==> src/rtl/bilbo_bist.sv <==
// BILBO register (shift / PRPG / normal / MISR) with a self-test session controller.
// Optional macro BILBO_LOCKUP_GUARD_EN: a PRPG step from the all-zero state reloads SEED.
module bilbo_bist #(
    parameter int               WIDTH = 8,
    parameter logic [WIDTH-1:0] TAPS  = 8'h1D,
    parameter logic [WIDTH-1:0] SEED  = 8'h01,
    parameter int               CNT_W = 16
) (
    input  logic             Clk,
    input  logic             Rst,
    input  logic             CE,
    input  logic             B1,
    input  logic             B2,
    input  logic             Si,
    output logic             So,
    input  logic [WIDTH-1:0] Z,
    output logic [WIDTH-1:0] Q,
    input  logic             Start,
    input  logic [CNT_W-1:0] NumPat,
    input  logic [WIDTH-1:0] ExpSig,
    output logic             Busy,
    output logic             Done,
    output logic             Pass
);

    typedef enum logic [1:0] {S_IDLE, S_RUN, S_CHECK, S_DONE} state_t;

    state_t           state, state_n;
    logic [CNT_W-1:0] cnt, cnt_n;
    logic [1:0]       mode_l, mode_l_n, step_mode;
    logic [WIDTH-1:0] q_n, q_step;
    logic             fb, done_n, pass_n;

    assign fb = ^(Q & TAPS);
    assign So = Q[0];

    // A running session ignores the live mode pins and uses the mode latched at Start.
    assign step_mode = (state == S_RUN) ? mode_l : {B1, B2};

    always_comb begin
        case (step_mode)
            2'b00:   q_step = {Si, Q[WIDTH-1:1]};
            2'b01: begin
                q_step = {fb, Q[WIDTH-1:1]};
`ifdef BILBO_LOCKUP_GUARD_EN
                if (Q == '0) q_step = SEED;
`endif
            end
            2'b10:   q_step = Z;
            default: q_step = Z ^ {fb, Q[WIDTH-1:1]};
        endcase
    end

    always_ff @(posedge Clk) begin
        if (Rst) state <= S_IDLE;
        else     state <= state_n;
    end

    always_comb begin
        state_n = state;
        case (state)
            S_IDLE, S_DONE:
                if (Start) state_n = (NumPat == '0) ? S_CHECK : S_RUN;
            S_RUN:
                if (CE && cnt == CNT_W'(1)) state_n = S_CHECK;
            S_CHECK:
                state_n = S_DONE;
            default:
                state_n = S_IDLE;
        endcase
    end

    always_comb begin
        Busy = (state == S_RUN) || (state == S_CHECK);
    end

    always_comb begin
        q_n      = Q;
        cnt_n    = cnt;
        mode_l_n = mode_l;
        done_n   = Done;
        pass_n   = Pass;
        case (state)
            S_IDLE, S_DONE: begin
                if (Start) begin
                    q_n      = SEED;
                    cnt_n    = NumPat;
                    mode_l_n = {B1, B2};
                    done_n   = 1'b0;
                    pass_n   = 1'b0;
                end else if (CE) begin
                    q_n = q_step;
                end
            end
            S_RUN: begin
                if (CE) begin
                    q_n   = q_step;
                    cnt_n = cnt - CNT_W'(1);
                end
            end
            S_CHECK: begin
                pass_n = (Q == ExpSig);
                done_n = 1'b1;
            end
            default: ;
        endcase
    end

    always_ff @(posedge Clk) begin
        if (Rst) begin
            Q      <= '0;
            cnt    <= '0;
            mode_l <= 2'b00;
            Done   <= 1'b0;
            Pass   <= 1'b0;
        end else begin
            Q      <= q_n;
            cnt    <= cnt_n;
            mode_l <= mode_l_n;
            Done   <= done_n;
            Pass   <= pass_n;
        end
    end

endmodule

==> config.mk <==
export PLATFORM = sky130hd
export DESIGN_NAME = bilbo_bist
export DESIGN_NICKNAME = d
export VERILOG_FILES = /design/src/rtl/bilbo_bist.sv
export SDC_FILE = /design/constraint.sdc
export NUM_CORES = 1
export LEC_CHECK = 0
export ABC_CLOCK_PERIOD_IN_PS = 2130
export CORE_ASPECT_RATIO = 0.5
export CORE_MARGIN = 1.5
export CORE_UTILIZATION = 35
export DETAILED_ROUTE_END_ITERATION = 10
export SKIP_CTS_REPAIR_TIMING = 1
export SLEW_MARGIN = 20
export SYNTH_ARGS = -nofsm -noshare
export SYNTH_HDL_FRONTEND = slang
export SYNTH_SLANG_ARGS = --single-unit
==> constraint.sdc <==
create_clock -name Clk -period 2.13 [get_ports Clk]
set_input_delay 0.3195 -clock Clk [delete_from_list [all_inputs] [get_ports Clk]]
set_output_delay 0.3195 -clock Clk [all_outputs]
set_load 0.02 [all_outputs]
**After elaboration in Yosys (flattened, before gate mapping)**

Cells that the tools add are included.

- Register bits: 30
- Word-level logic and storage cells: 46

- $add $sub $neg: 1
- Equal/unequal tests: 10
- Multiplexer cells: 15
- Bitwise gates (word level): 1
- Reductions and logical operators: 13

Operators with widths:

| operator | number |
|---|---|
| 2-to-1 mux 16 bit | 2 |
| case mux 16 bit (2 select lines) | 1 |
| case mux 8 bit (3 select lines) | 1 |
| == test 16 x 1 -> 1 bit (second input constant) | 1 |
| zero test 16 bit | 1 |
| 2-to-1 mux 8 bit | 2 |
| case mux 8 bit (2 select lines) | 1 |
| subtractor 16 x 1 -> 16 bit (second input constant) | 1 |
| == test 8 bit | 1 |
| 2-to-1 mux 2 bit | 4 |
| XOR reduction 8 bit | 1 |
| XOR 8 bit | 1 |
| == test 2 bit (second input constant) | 3 |
| inequality test 2 bit (second input constant) | 3 |
| case mux 2 bit (3 select lines) | 1 |
| AND reduction 2 bit | 3 |
| == test 2 x 1 -> 1 bit (second input constant) | 2 |
| zero test 2 bit | 2 |
| case mux 1 bit (2 select lines) | 2 |
| nonzero test 2 bit | 2 |
| AND reduction 3 bit | 1 |
| OR reduction 2 bit | 1 |
| logical AND 1 bit | 1 |
| logical OR 1 bit | 1 |
| 2-to-1 mux 1 bit | 1 |

**Depth between registers and ports, before layout**

- Depth after elaboration: 7
- Mapped depth: 9

**Worst setup path before layout**

OpenSTA, ideal clock, no wires.

- Kind: register -> register
- Start: register state[0]
- End: register cnt[14]
- Library setup time: 0.071 ns
- Data arrival time: 1.843 ns
- Required time: 2.059 ns
- Slack: 0.217 ns
- Stages on the path, launching flop included: 10
- Buffers on the path: 2
- Clock period less this slack: 1.913 ns
- Path through: dfxtp_1 inv_1 ha_1 nand2b_1 buf_2 o21ai_0 a21oi_1 buf_2 nand2_1 a21oi_1

- Cells in the longest elaborated chain, start to end: 4
- Elaborated cells on any way between the ends: 9
- Those cells by class: eq/ne: 4; mux: 1; reduce/logical: 4

Ends and longest elaborated chain:

| item | line | text |
|---|---|---|
| start: declaration | 28 | `state_t state, state_n;` |
| start signal: assignment | 56 | `else state <= state_n;` |
| == test 2 bit or zero test 2 bit (tied branches) | 83 | `case (state)` |
| OR reduction 2 bit | 83 |  |
| inequality test 2 bit (no line) or nonzero test 2 bit (tied branches) | n/a |  |
| AND reduction 3 bit (no line) | n/a |  |
| end signal: assignment | 118 | `cnt <= cnt_n;` |
| end: declaration | 29 | `logic [CNT_W-1:0] cnt, cnt_n;` |

Parallel ways exist; a longest one is shown, timed or not.
A chain may end at the register's enable or synchronous reset.

**Final worst setup path**

- Start: register state[0]
- End: register cnt[15]

The elaborated chain is that of the path after synthesis.

==> summary.txt <==
status -> finished clean
drc violations -> 0
largest net degree at the start of global routing -> 31
CP max-delay cell -> dfxtp_1
Clock transition at path regs -> 0.07 ns
final slew viol count -> 0
flop-to-flop setup slack -> 0.21 ns
DIE AREA -> 6080 um^2
Layout area overhead -> 36.7%
max-cap violation count -> 0
mapped cell area -> 1960 um^2
Post-synth EDFFs -> 0
DRT Wirelength -> 5520 um
Cells on Worst Hold Path -> 2
critical path data arrival time -> 2.09 ns
leading area contributor after synthesis -> dfxtp_1
wire length per cell -> 14.4 um
min-delay worst type -> flop to flop
power density over the cells -> 1290 nW/um^2
register bit total from synthesis -> 30
sequential area share after synthesis -> 0.307
Peak supply drop -> 0.503 mV
Worst Setup Start Kind -> flop
syn nets -> 299
# rows -> 18
fmax -> 520 MHz
GR Util All Layers -> 0.196
CTS Sinks -> 30
worst-skew pair later-pin latency -> 0.28 ns
RSZ-0062 raised after global routing -> false
antenna violations before repair -> 0
post-synth cell types -> 53
Die Width -> 109 um
Worst Setup Path Type -> flop to flop
number of port buffers -> 50
# diodes -> 0
Initial Util -> 0.380
LEAKAGE -> 0.000938 uW
fill count -> 508
CTS H-tree depth -> 2
final hold viol count -> 0
Root Buffer -> clkbuf_8
Mapped Avg Cell Area -> 7.68 um^2
drt pass-1 iters -> 5
Syn Inst Count -> 255
via/cell ratio -> 5.38
Clock Tree Buf Depth -> 2
worst-path cell chain -> inv_1 -> ha_2 -> nand2b_1 -> o211ai_1 -> o32ai_1 -> nor2_1 -> a2111oi_1
top cells by area, synth -> dfxtp_1 31%, a21oi_1 6.1%, nand2_1 5.9%, xnor2_1 4.9%, nand3_1 4.9%
final worst-path cycle share -> 0.903
ys async rst share -> 0
via count -> 2,057
vias in the first global route -> 1,985
Setup TNS -> 0 ns
final hold slack -> 0.469 ns
first-pass GRT wire length -> 9460 um
Die Y-Extent -> 55.9 um
hold path start -> mode_l[0]$_SDFFE_PP0P_
r2r startpoint -> state[0]$_SDFFE_PP0P_
measured slew at the worst slew-check pin -> 0.656 ns
Clock Skew -> 0.00286 ns
Num CTS Buffers -> 5
core area -> 5160 um^2
first-iteration detailed-routing DRC count -> 86
DP Wirelength -> 4100 um
TritonCTS clock tree -> built
Sequential cell area -> 601 um^2
Slew headroom -> 0.562
YS warnings -> 0
layout cells sized above 1 -> 0.106
Multi-input gate area -> 1270 um^2
CP endpoint kind -> flop
# IOs -> 51
Setup violations, final -> 0
FF-to-FF path depth -> 7
Hold Path Sink -> mode_l[0]$_SDFFE_PP0P_
fin crit period -> 1.92 ns
crit path max fanout -> 7
ys flop type -> dfxtp_1
nets -> 355
RR Endpoint -> cnt[15]$_SDFFE_PP0P_
share of Yosys cell area claimed by the top area cell type -> 0.307
remaining global-route overflow -> 0
antenna-violating nets left -> 0
routability cong. -> 0.838
CP peak stage delay -> 0.36 ns
CP Data Required Time -> 2.30 ns
per-stage QoR:
step	std cells	worst slack, ns	util	cell area, um^2	total power (uW)
floorplan	255	0.217	-	1960	2260
global placement	374	0.150	0.500	2580	2940
detailed placement	374	0.0493	0.500	2580	2960
CTS	382	-0.147	0.518	2670	3460
global route	382	0.0233	0.519	2680	3750
finish	382	0.207	0.519	2680	3460
worst max-delay path, delay by kind of cell (launching register included):
family	cells	cell delay (ns)
AO/OA/AOI/OAI	3	0.82
adder cells (fa/ha/maj)	1	0.33
buffers and inverters	1	0.08
flip-flops	1	0.36
AND/OR/NAND/NOR	2	0.22
metal layers:
metal / track usage / up-vias / share of wire / wire (um)
met3: 0.0515 / 5 / 0.052 / 289
met1: 0.271 / 956 / 0.48 / 2670
met5: 0 / - / 0 / 0
met4: 0.0395 / 0 / 0.0098 / 54
met2: 0.309 / 56 / 0.45 / 2500
li1: - / 1040 / - / -
power breakdown:
group | internal, uW | leakage, uW | switching, uW
sequential | 739 | 0.000246 | 210
combinational | 868 | 0.000644 | 1160
clock | 261 | 0.0000482 | 222
total | 1870 | 0.000938 | 1590
layout by cell type (no fill, tap or decap), drive strengths merged, types with 2 or more instances in the layout:
master         netlist  routed
a31oi                3       3
nor3b                3       3
a211oi               6       6
dfxtp               30      30
nor3                 6       6
buf                  5      12
o31a                 2       2
nand3               19      19
nand3b               3       3
o21ai               16      16
inv                  9       9
or3                  2       2
clkinv               1       2
clkdlybuf4s50        0      49
clkbuf               8       7
ha                   5       5
a21oi               24      24
nor4                 6       6
nand2               32      32
a22oi                6       6
o22ai                2       2
xor2                 7       7
xnor2               11      11
mux2                 3       3
a311oi               2       2
and3                 2       2
o2bb2ai              3       3
a41oi                2       2
nor2                19      19
o32ai                2       2
registers in the layout (all words and copies together), names as in the netlist:
name and count:
state 2, Pass 1, Q 8, mode_l 2, cnt 16, Done 1
cells in the mapped netlist, types with 3 or more instances:
library cell   n
nand2_1       31
dfxtp_1       30
a21oi_1       24
nand3_1       19
nor2_1        19
o21ai_0       16
xnor2_1       11
inv_1          9
clkbuf_1       8
xor2_1         7
a211oi_1       6
a22oi_1        6
ha_1           5
nor4_1         5
nor3_1         4
a31oi_1        3
buf_2          3
mux2_2         3
nand3b_1       3
o2bb2ai_1      3
final cells by class:
class                   instances  area share
multi-input cells             202       0.473
repair buffers                 62       0.221
well taps                      70      0.0327
clock inverters                 1     0.00187
flip-flops and latches         30       0.224
clock buffers                   7      0.0322
inverters                      10      0.0140
logic make-up after synthesis:
logic type                 after synthesis  synth area share
AOI/OAI and AO/OA                       75             0.244
xor gates and xnor gates                18            0.0805
adders and majority gates                5            0.0319
buffers and inverters                   23            0.0479
DFF                                     30             0.307
muxes                                    4            0.0224
and+or+nand+nor                        100             0.266
how the worst max path moves through the flow:
| stage | cells past startpoint | start | slack, ns | to |
|---|---|---|---|---|
| finish | 7 | state[0]$_SDFFE_PP0P_ | 0.21 | cnt[15]$_SDFFE_PP0P_ |
| global route | 7 | state[0]$_SDFFE_PP0P_ | 0.02 | cnt[15]$_SDFFE_PP0P_ |
| CTS | 4 | state[0]$_SDFFE_PP0P_ | -0.15 | Busy |
| detailed placement | 6 | Start | 0.05 | cnt[15]$_SDFFE_PP0P_ |
| global placement | 6 | Start | 0.15 | cnt[15]$_SDFFE_PP0P_ |
| floorplan | 9 | state[0]$_SDFFE_PP0P_ | 0.22 | cnt[14]$_SDFFE_PP0P_ |
No activity file was read; power rests on OpenSTA's default activity.
